[config.mk]
export PLATFORM = sky130hd
export DESIGN_NAME = operativo_flat
export DESIGN_NICKNAME = d
export VERILOG_FILES = /design/src/rtl/operativo_pkg.sv /design/src/rtl/operativo_if.sv /design/src/rtl/operativo_mult_seq.sv /design/src/rtl/operativo.sv /design/src/flat_wrapper.sv
export SDC_FILE = /design/constraint.sdc
export NUM_CORES = 1
export LEC_CHECK = 0
export BUFFER_PORTS_ARGS = -buffer_cell sky130_fd_sc_hd__buf_2
export CAP_MARGIN = 30
export CORE_MARGIN = 5
export CORE_UTILIZATION = 55
export CTS_CLUSTER_DIAMETER = 40
export DETAILED_ROUTE_END_ITERATION = 12
export GPL_TIMING_DRIVEN = 0
export PLACE_DENSITY = 0.82
export SYNTH_ARGS = -nofsm -noshare
export SYNTH_HDL_FRONTEND = slang
export SYNTH_SLANG_ARGS = --single-unit
export TNS_END_PERCENT = 5
[constraint.sdc]
create_clock -name ck -period 19.5 [get_ports ck]
set_clock_uncertainty 0.15 [all_clocks]
set_input_delay 0.975 -clock ck [delete_from_list [all_inputs] [get_ports ck]]
set_output_delay 0.975 -clock ck [all_outputs]
set_load 0.005 [all_outputs]
[src/rtl/operativo_pkg.sv]
// Shared encodings for the operativo datapath: mux selects, ALU op codes and
// the state type of the sequential multiplier.
package operativo_pkg;

  localparam logic [1:0] M0_X  = 2'b01;
  localparam logic [1:0] M1_X  = 2'b01;
  localparam logic [1:0] M2_A  = 2'b00;
  localparam logic [1:0] M2_BC = 2'b11;

  localparam logic OP_ADD = 1'b0;
  localparam logic OP_MUL = 1'b1;

  typedef enum logic {
    MS_IDLE = 1'b0,
    MS_RUN  = 1'b1
  } mult_state_e;

endpackage

[src/rtl/operativo_if.sv]
// Controller-to-datapath bundle: operands, mux/load strobes and the status
// returned to the controller.
interface operativo_if #(parameter int W = 8);

  logic [W-1:0]   x_in;
  logic [W-1:0]   coef_a;
  logic [W-1:0]   coef_b;
  logic [W-1:0]   coef_c;
  logic           lx;
  logic [1:0]     m0;
  logic [1:0]     m1;
  logic [1:0]     m2;
  logic           h;
  logic           lh;
  logic           ls;
  logic           done;
  logic           pronto;
  logic [2*W-1:0] s_out;
  logic           valid;

  modport master (
    output x_in, coef_a, coef_b, coef_c, lx, m0, m1, m2, h, lh, ls, done,
    input  pronto, s_out, valid
  );

  modport slave (
    input  x_in, coef_a, coef_b, coef_c, lx, m0, m1, m2, h, lh, ls, done,
    output pronto, s_out, valid
  );

endinterface

[src/rtl/operativo_mult_seq.sv]
// Shift-add multiplier: bit 0 is consumed in the start cycle, the remaining
// W-1 bits in the busy cycles; fin flags the cycle whose p is the product.
module mult_seq
  import operativo_pkg::*;
#(
  parameter int W = 8
) (
  input  logic           ck,
  input  logic           rst,
  input  logic           start,
  input  logic [2*W-1:0] a,
  input  logic [W-1:0]   b,
  output logic           busy,
  output logic [2*W-1:0] p,
  output logic           fin
);

  localparam int CW = $clog2(W);

  mult_state_e    state_q, state_d;
  logic [2*W-1:0] acc_q, acc_d;
  logic [2*W-1:0] mcand_q, mcand_d;
  logic [W-1:0]   mplier_q, mplier_d;
  logic [CW-1:0]  cnt_q, cnt_d;
  logic [2*W-1:0] acc_next;

  always_comb begin
    // NOTE: every output gets a default first so no latch is inferred.
    state_d  = state_q;
    acc_d    = acc_q;
    mcand_d  = mcand_q;
    mplier_d = mplier_q;
    cnt_d    = cnt_q;
    acc_next = acc_q + (mplier_q[0] ? mcand_q : '0);
    case (state_q)
      MS_IDLE: begin
        if (start) begin
          acc_d    = b[0] ? a : '0;
          mcand_d  = a << 1;
          mplier_d = b >> 1;
          cnt_d    = CW'(W - 1);
          state_d  = MS_RUN;
        end
      end
      MS_RUN: begin
        acc_d    = acc_next;
        mcand_d  = mcand_q << 1;
        mplier_d = mplier_q >> 1;
        cnt_d    = cnt_q - CW'(1);
        if (cnt_q == CW'(1)) state_d = MS_IDLE;
      end
      default: state_d = MS_IDLE;
    endcase
  end

  always_ff @(posedge ck) begin
    // NOTE: sequential state is updated with <= only, so every flop samples
    // the values from before the edge.
    if (!rst) begin
      state_q  <= MS_IDLE;
      acc_q    <= '0;
      mcand_q  <= '0;
      mplier_q <= '0;
      cnt_q    <= '0;
    end else begin
      state_q  <= state_d;
      acc_q    <= acc_d;
      mcand_q  <= mcand_d;
      mplier_q <= mplier_d;
      cnt_q    <= cnt_d;
    end
  end

  assign busy = (state_q == MS_RUN);
  assign fin  = busy && (cnt_q == CW'(1));
  assign p    = acc_next;

endmodule

[src/rtl/operativo.sv]
// Horner datapath for y = ((a*x)+b)*x+c driven by the controle FSM strobes.
// Define MULT_SEQ_EN for the multi-cycle shift-add multiplier.
module operativo
  import operativo_pkg::*;
#(
  parameter int W = 8
) (
  input  logic ck,
  input  logic rst,
  operativo_if.slave bus
);

  localparam int W2 = 2 * W;

  logic [W-1:0]  x_q, x_d;
  logic [W2-1:0] h_q, h_d;
  logic [W2-1:0] s_q, s_d;
  logic          add_idx_q, add_idx_d;
  logic          valid_q, valid_d;
  logic [W2-1:0] op_a, op_b, sum;
  logic          commit_add;

  always_comb begin
    op_a = (bus.m0 == M0_X) ? {{W{1'b0}}, x_q} : h_q;
    op_b = '0;
    if (bus.m1 == M1_X) begin
      op_b[W-1:0] = x_q;
    end else begin
      case (bus.m2)
        M2_A:    op_b[W-1:0] = bus.coef_a;
        M2_BC:   op_b[W-1:0] = add_idx_q ? bus.coef_c : bus.coef_b;
        default: op_b        = '0;
      endcase
    end
    sum = op_a + op_b;
  end

  assign commit_add = (bus.h == OP_ADD) && (bus.lh || bus.ls);

`ifdef MULT_SEQ_EN
  logic          start, busy, fin;
  logic          armed_q, armed_d;
  logic          pend_h_q, pend_h_d;
  logic          pend_s_q, pend_s_d;
  logic          take_h, take_s;
  logic [W2-1:0] mult_p;

  // lx blocks the start so the multiply sees the freshly loaded X.
  assign start = (bus.h == OP_MUL) && !bus.lx && !armed_q && !busy;

  mult_seq #(.W(W)) u_mult (
    .ck    (ck),
    .rst   (rst),
    .start (start),
    .a     (op_a),
    .b     (op_b[W-1:0]),
    .busy  (busy),
    .p     (mult_p),
    .fin   (fin)
  );

  always_comb begin
    armed_d  = armed_q;
    pend_h_d = pend_h_q;
    pend_s_d = pend_s_q;
    take_h   = pend_h_q || ((bus.h == OP_MUL) && bus.lh);
    take_s   = pend_s_q || ((bus.h == OP_MUL) && bus.ls);
    h_d      = h_q;
    s_d      = s_q;
    if (bus.h == OP_ADD) armed_d = 1'b0;
    else if (start)      armed_d = 1'b1;
    if (fin) begin
      pend_h_d = 1'b0;
      pend_s_d = 1'b0;
    end else if ((bus.h == OP_MUL) && (busy || start)) begin
      pend_h_d = pend_h_q || bus.lh;
      pend_s_d = pend_s_q || bus.ls;
    end
    // An add committed while busy is overwritten by a pending product.
    if (commit_add && bus.lh) h_d = sum;
    if (commit_add && bus.ls) s_d = sum;
    if (fin && take_h) h_d = mult_p;
    if (fin && take_s) s_d = mult_p;
  end

  always_ff @(posedge ck) begin
    if (!rst) begin
      armed_q  <= 1'b0;
      pend_h_q <= 1'b0;
      pend_s_q <= 1'b0;
    end else begin
      armed_q  <= armed_d;
      pend_h_q <= pend_h_d;
      pend_s_q <= pend_s_d;
    end
  end

  assign bus.pronto = !busy && !pend_h_q && !pend_s_q;
`else
  logic [W2-1:0] prod, alu;

  assign prod = op_a * op_b;
  assign alu  = (bus.h == OP_MUL) ? prod : sum;

  always_comb begin
    h_d = h_q;
    s_d = s_q;
    if (bus.lh) h_d = alu;
    if (bus.ls) s_d = alu;
  end

  assign bus.pronto = 1'b1;
`endif

  always_comb begin
    x_d       = x_q;
    add_idx_d = add_idx_q;
    valid_d   = bus.done;
    if (bus.lx) begin
      x_d       = bus.x_in;
      add_idx_d = 1'b0;
    end else if (commit_add) begin
      add_idx_d = !add_idx_q;
    end
  end

  always_ff @(posedge ck) begin
    if (!rst) begin
      x_q       <= '0;
      h_q       <= '0;
      s_q       <= '0;
      add_idx_q <= 1'b0;
      valid_q   <= 1'b0;
    end else begin
      x_q       <= x_d;
      h_q       <= h_d;
      s_q       <= s_d;
      add_idx_q <= add_idx_d;
      valid_q   <= valid_d;
    end
  end

  assign bus.s_out = s_q;
  assign bus.valid = valid_q;

endmodule

[src/flat_wrapper.sv]
// flat-port wrapper written by rule: the top's interface ports become plain ports
module operativo_flat import operativo_pkg::*;
#(
  parameter int W = 8
)
  (ck, rst, bus_x_in, bus_coef_a, bus_coef_b, bus_coef_c, bus_lx, bus_m0, bus_m1, bus_m2, bus_h, bus_lh, bus_ls, bus_done, bus_pronto, bus_s_out, bus_valid);
  operativo_if #(.W(W)) bus_i ();
  input  logic ck;
  input  logic rst;
  input wire logic [$bits(bus_i.x_in)-1:0] bus_x_in;
  input wire logic [$bits(bus_i.coef_a)-1:0] bus_coef_a;
  input wire logic [$bits(bus_i.coef_b)-1:0] bus_coef_b;
  input wire logic [$bits(bus_i.coef_c)-1:0] bus_coef_c;
  input wire logic [$bits(bus_i.lx)-1:0] bus_lx;
  input wire logic [$bits(bus_i.m0)-1:0] bus_m0;
  input wire logic [$bits(bus_i.m1)-1:0] bus_m1;
  input wire logic [$bits(bus_i.m2)-1:0] bus_m2;
  input wire logic [$bits(bus_i.h)-1:0] bus_h;
  input wire logic [$bits(bus_i.lh)-1:0] bus_lh;
  input wire logic [$bits(bus_i.ls)-1:0] bus_ls;
  input wire logic [$bits(bus_i.done)-1:0] bus_done;
  output wire logic [$bits(bus_i.pronto)-1:0] bus_pronto;
  output wire logic [$bits(bus_i.s_out)-1:0] bus_s_out;
  output wire logic [$bits(bus_i.valid)-1:0] bus_valid;
  assign bus_i.x_in = bus_x_in;
  assign bus_i.coef_a = bus_coef_a;
  assign bus_i.coef_b = bus_coef_b;
  assign bus_i.coef_c = bus_coef_c;
  assign bus_i.lx = bus_lx;
  assign bus_i.m0 = bus_m0;
  assign bus_i.m1 = bus_m1;
  assign bus_i.m2 = bus_m2;
  assign bus_i.h = bus_h;
  assign bus_i.lh = bus_lh;
  assign bus_i.ls = bus_ls;
  assign bus_i.done = bus_done;
  assign bus_pronto = bus_i.pronto;
  assign bus_s_out = bus_i.s_out;
  assign bus_valid = bus_i.valid;
  operativo #(.W(W)) u_core (.ck(ck), .rst(rst), .bus(bus_i));
endmodule
==> key figures <==
Clocking
  • Postcts setup bufs: 0
  • Skew-Pair Late Insertion Delay: about 0.30 ns
  • Clock transition at the registers of the reported paths: approximately 0.080 ns
  • CTS tree: done
  • Post-CTS resize count: 0
  • Num CTS Buffers: 5
  • Clock sink total: 42
  • Cts hold-fix bufs: 0
  • Root buf cell: clkbuf_8
  • Longest Clk Path Bufs: 2
  • CTS H-tree lvls: 2

Yosys
  • Main synth FF type: dfxtp_1
  • Syn_nets: slightly below 800
  • Post-synthesis cell area: about 5100 µm²
  • Synthesized instance count: 629
  • Register bit total from synthesis: 42
  • YS warnings: 0
  • Async SR Flop Fraction: 0%
  • Synth Area per Inst: 8.180 µm²
  • Distinct cells, synth: 54
  • Register area share after synthesis: 16.34%
  • Number of synthesized flops with an enable pin: 0

Worst setup path
  • Slowest cell on crit path: mux2i_1
  • Worst Setup Path Type: in -> reg
  • RR Endpoint: u_core.h_q[15]
  • Reg2reg start: u_core.add_idx_q
  • Crit path DAT: 7.74 ns
  • Slowest Stage Delay on Critical Path: 0.76 ns
  • Crit-path cells: buf_2 > nand2b_1 > clkbuf_1 > buf_1 > mux2i_1 > inv_1 > ha_1 > fa_1 > fa_1 > ha_1 > inv_1 > fa_1 > inv_1 > ha_1 > nor2b_1 > o31ai_1 > a211oi_1 > o31a_1 > o21ai_0 > nand2b_1 > xor3_1 > a32oi_1 > mux2i_1
  • R2R setup slack: 12.44 ns
  • CP startpoint kind: primary input
  • Crit-path max FO: 10
  • Crit path buffers/inverters: 6
  • CP required: 19.52 ns
  • R2R depth: 22
  • Setup crit end kind: flip-flop
  • Family with the most delay on the worst path: adder cells

Place
  • Placed cell area: 5584 µm²
  • Gpl congestion: 0.9581
  • Dpl hpwl: 11,640 µm
  • I/O Buffers: 60

Floorplanning
  • Die Wd: 106.7 µm
  • Row cnt: 35
  • Die area: around 11,000 µm²
  • Starting density of the core: 55.95%
  • Die height: 106.7 µm
  • Io pins: 63
  • Core Box Area: 9196 µm²

GRT
  • First-pass GRT wire length: 23,590 µm
  • Remaining Overflow, GRT: 0
  • Largest net degree at the start of global routing: 15
  • Vias in the first global route: 4,923
  • Antenna violations before repair: 0
  • Total GRT Usage: 25.97%

Final layout
  • Layout cells sized above 1: 13.16%
  • Final design utilization: ~62%
  • Design area: about 5700 µm²
  • Diode count: 0
  • Final nets: 838
  • Area Overhead vs Synth: 11.02%

Run
  • Max Cap Violations: 0

Timing
  • RSZ-0062 raised after global routing: false
  • Tcrit/Tclk final: 39.59%
  • Pins over their slew limit: 0
  • Finish-stage setup viols: 0
  • Fin crit period: approximately 7.7 ns
  • Max_slew headroom: 38.58%
  • Fmax: 0.1295 GHz
  • Final hold viol count: 0
  • Worst Tran Pin Value: about 0.90 ns
  • Setup TNS: 0 ns

Route
  • Routed WL per cell: 17.66 µm
  • Detailed Route Iter0 Violations: ~260
  • ANT nets after route: 0
  • Drt drc: 0
  • Detailed Route WL: 14,310 µm
  • First-pass iteration count of the detailed router: 5
  • DR vias: ~4.7k
  • Via density per instance: 5.754

Hold path
  • Hold Path Sink: u_core.bus.s_out[15]
  • HP Class: reg -> reg
  • Hold Crit Depth: 2
  • Hold Startpoint: u_core.bus.s_out[15]

Power and ir drop
  • Overall power: 0.2743 mW
  • Leakage Power: 2.864 nW
  • Max VDD drop: between 0.04 and 0.05 mV
  • Power Dens Cells: 48.03 nW/µm²

Outcome
  • Status: finished clean
==> registers in the layout, indices dropped and copies added (netlist names) <==
name	flops
u_core.h_q	16
u_core.bus.s_out	16
u_core.x_q	8
u_core.add_idx_q	1
u_core.bus.valid	1
==> synth_stat cells (2+ instances only) <==
| cell | count | area share [%] |
|---|---|---|
| nor2_1 | 114 | 8.3 |
| inv_1 | 96 | 7.0 |
| fa_1 | 61 | 24 |
| dfxtp_1 | 42 | 16 |
| nand2_1 | 35 | 2.6 |
| ha_1 | 34 | 8.3 |
| o21ai_0 | 25 | 2.4 |
| clkbuf_1 | 24 | 1.8 |
| mux2i_1 | 22 | 4.3 |
| a21oi_1 | 21 | 2.0 |
| nand3_1 | 18 | 1.8 |
| a211oi_1 | 16 | 2.3 |
| xnor2_1 | 16 | 2.7 |
| nand2b_1 | 11 | 1.3 |
| xor2_1 | 9 | 1.5 |
| a31oi_1 | 7 | 0.85 |
| mux2_2 | 7 | 1.5 |
| nor2b_1 | 7 | 0.85 |
| nor3_1 | 7 | 0.68 |
| a221o_1 | 4 | 0.78 |
| a22oi_1 | 4 | 0.58 |
| o21a_1 | 4 | 0.58 |
| and2_1 | 3 | 0.36 |
| o211ai_2 | 3 | 0.73 |
| a21boi_0 | 2 | 0.29 |
| a21o_1 | 2 | 0.29 |
| a22o_1 | 2 | 0.34 |
| and3_1 | 2 | 0.24 |
| buf_4 | 2 | 0.29 |
| inv_2 | 2 | 0.15 |
| mux2_4 | 2 | 0.58 |
| nand4_1 | 2 | 0.24 |
| o21ai_1 | 2 | 0.19 |
==> layout make-up <==
type                            count  area, µm²
Tap cell                          111      138.9
Timing Repair Buffer               62      315.3
Multi-Input combinational cell    460       3811
Clock inverter                      3      43.79
Inverter                           98      367.9
Clock buffer                        5      68.82
Fill cell                         828       3485
Buffer                             29      125.1
Sequential cell                    42      840.8
==> stage by stage <==
| stage | setup slack (ns) | hold slack, ns | instances |
|---|---|---|---|
| floorplan | 12.70 | 0.3011 | 629 |
| global placement | 11.61 | 0.2952 | 800 |
| detailed placement | 11.47 | 0.3070 | 800 |
| CTS | 11.78 | 0.3186 | 808 |
| global route | 11.61 | 0.3425 | 810 |
| finish | 11.78 | 0.3152 | 810 |
==> how the worst max path moves through the flow <==
stage,from,endpoint,cells after the start
global route,bus_m0[0],u_core.bus.s_out[15],23
finish,bus_m0[1],u_core.h_q[15],23
global placement,bus_m0[1],u_core.bus.s_out[15],23
detailed placement,bus_m0[1],u_core.h_q[15],23
floorplan,bus_m0[1],u_core.h_q[15],22
CTS,bus_m0[1],u_core.h_q[15],23
==> cell families after synthesis <==
kind of cell | after synthesis | share of synthesized area (%)
AO/OA/AOI/OAI | 100 | 12.82
XOR/XNOR | 28 | 5.472
adder cells (fa/ha/maj) | 95 | 32.00
buffers and inverters | 127 | 9.582
flip-flops | 42 | 16.34
multiplexers | 32 | 6.615
other | 1 | 0.07289
AND/OR/NAND/NOR | 204 | 17.10
==> routing by layer <==
metal	vias up	wire (µm)	GRT usage [%]
li1	2175	-	-
met1	2257	5783	33.30
met2	191	7075	45.32
met3	38	1053	3.913
met4	0	394	7.671
met5	-	0	0
==> cells in the final DEF (no fill, tap or decap), types with 3 or more instances in the layout <==
cell type	n
dfxtp_1	42
nor3_1	7
a22oi_1	4
nand3_1	18
ha_1	34
o21a_1	4
a21oi_1	21
and2_1	3
clkbuf_1	24
o21ai_0	25
xnor2_1	16
inv_1	96
a221o_1	4
clkbuf_8	5
mux2i_1	22
o211ai_2	3
a211oi_1	16
a31oi_1	7
fa_1	61
nor2b_1	7
buf_4	4
nand2b_1	11
nand2_1	35
nor2_1	114
mux2_2	7
xor2_1	9
buf_2	61
==> worst register-to-register path, delay by kind of cell, from the launching register on <==
kind            cells  cell delay (ns)
mux                 2             0.47
simple gates        1             0.08
xor+xnor            1             0.39
flops               1             0.34
buf+inv             5             1.01
fa+ha+maj           6             2.34
compound gates      7             2.16
==> where the power goes <==
group	switching [mW]	total (mW)	internal [mW]
sequential	0.00562	0.0977	0.0920
combinational	0.0659	0.107	0.0413
clock	0.0311	0.0695	0.0384
Note: power is estimated with default switching activity, not from simulation.
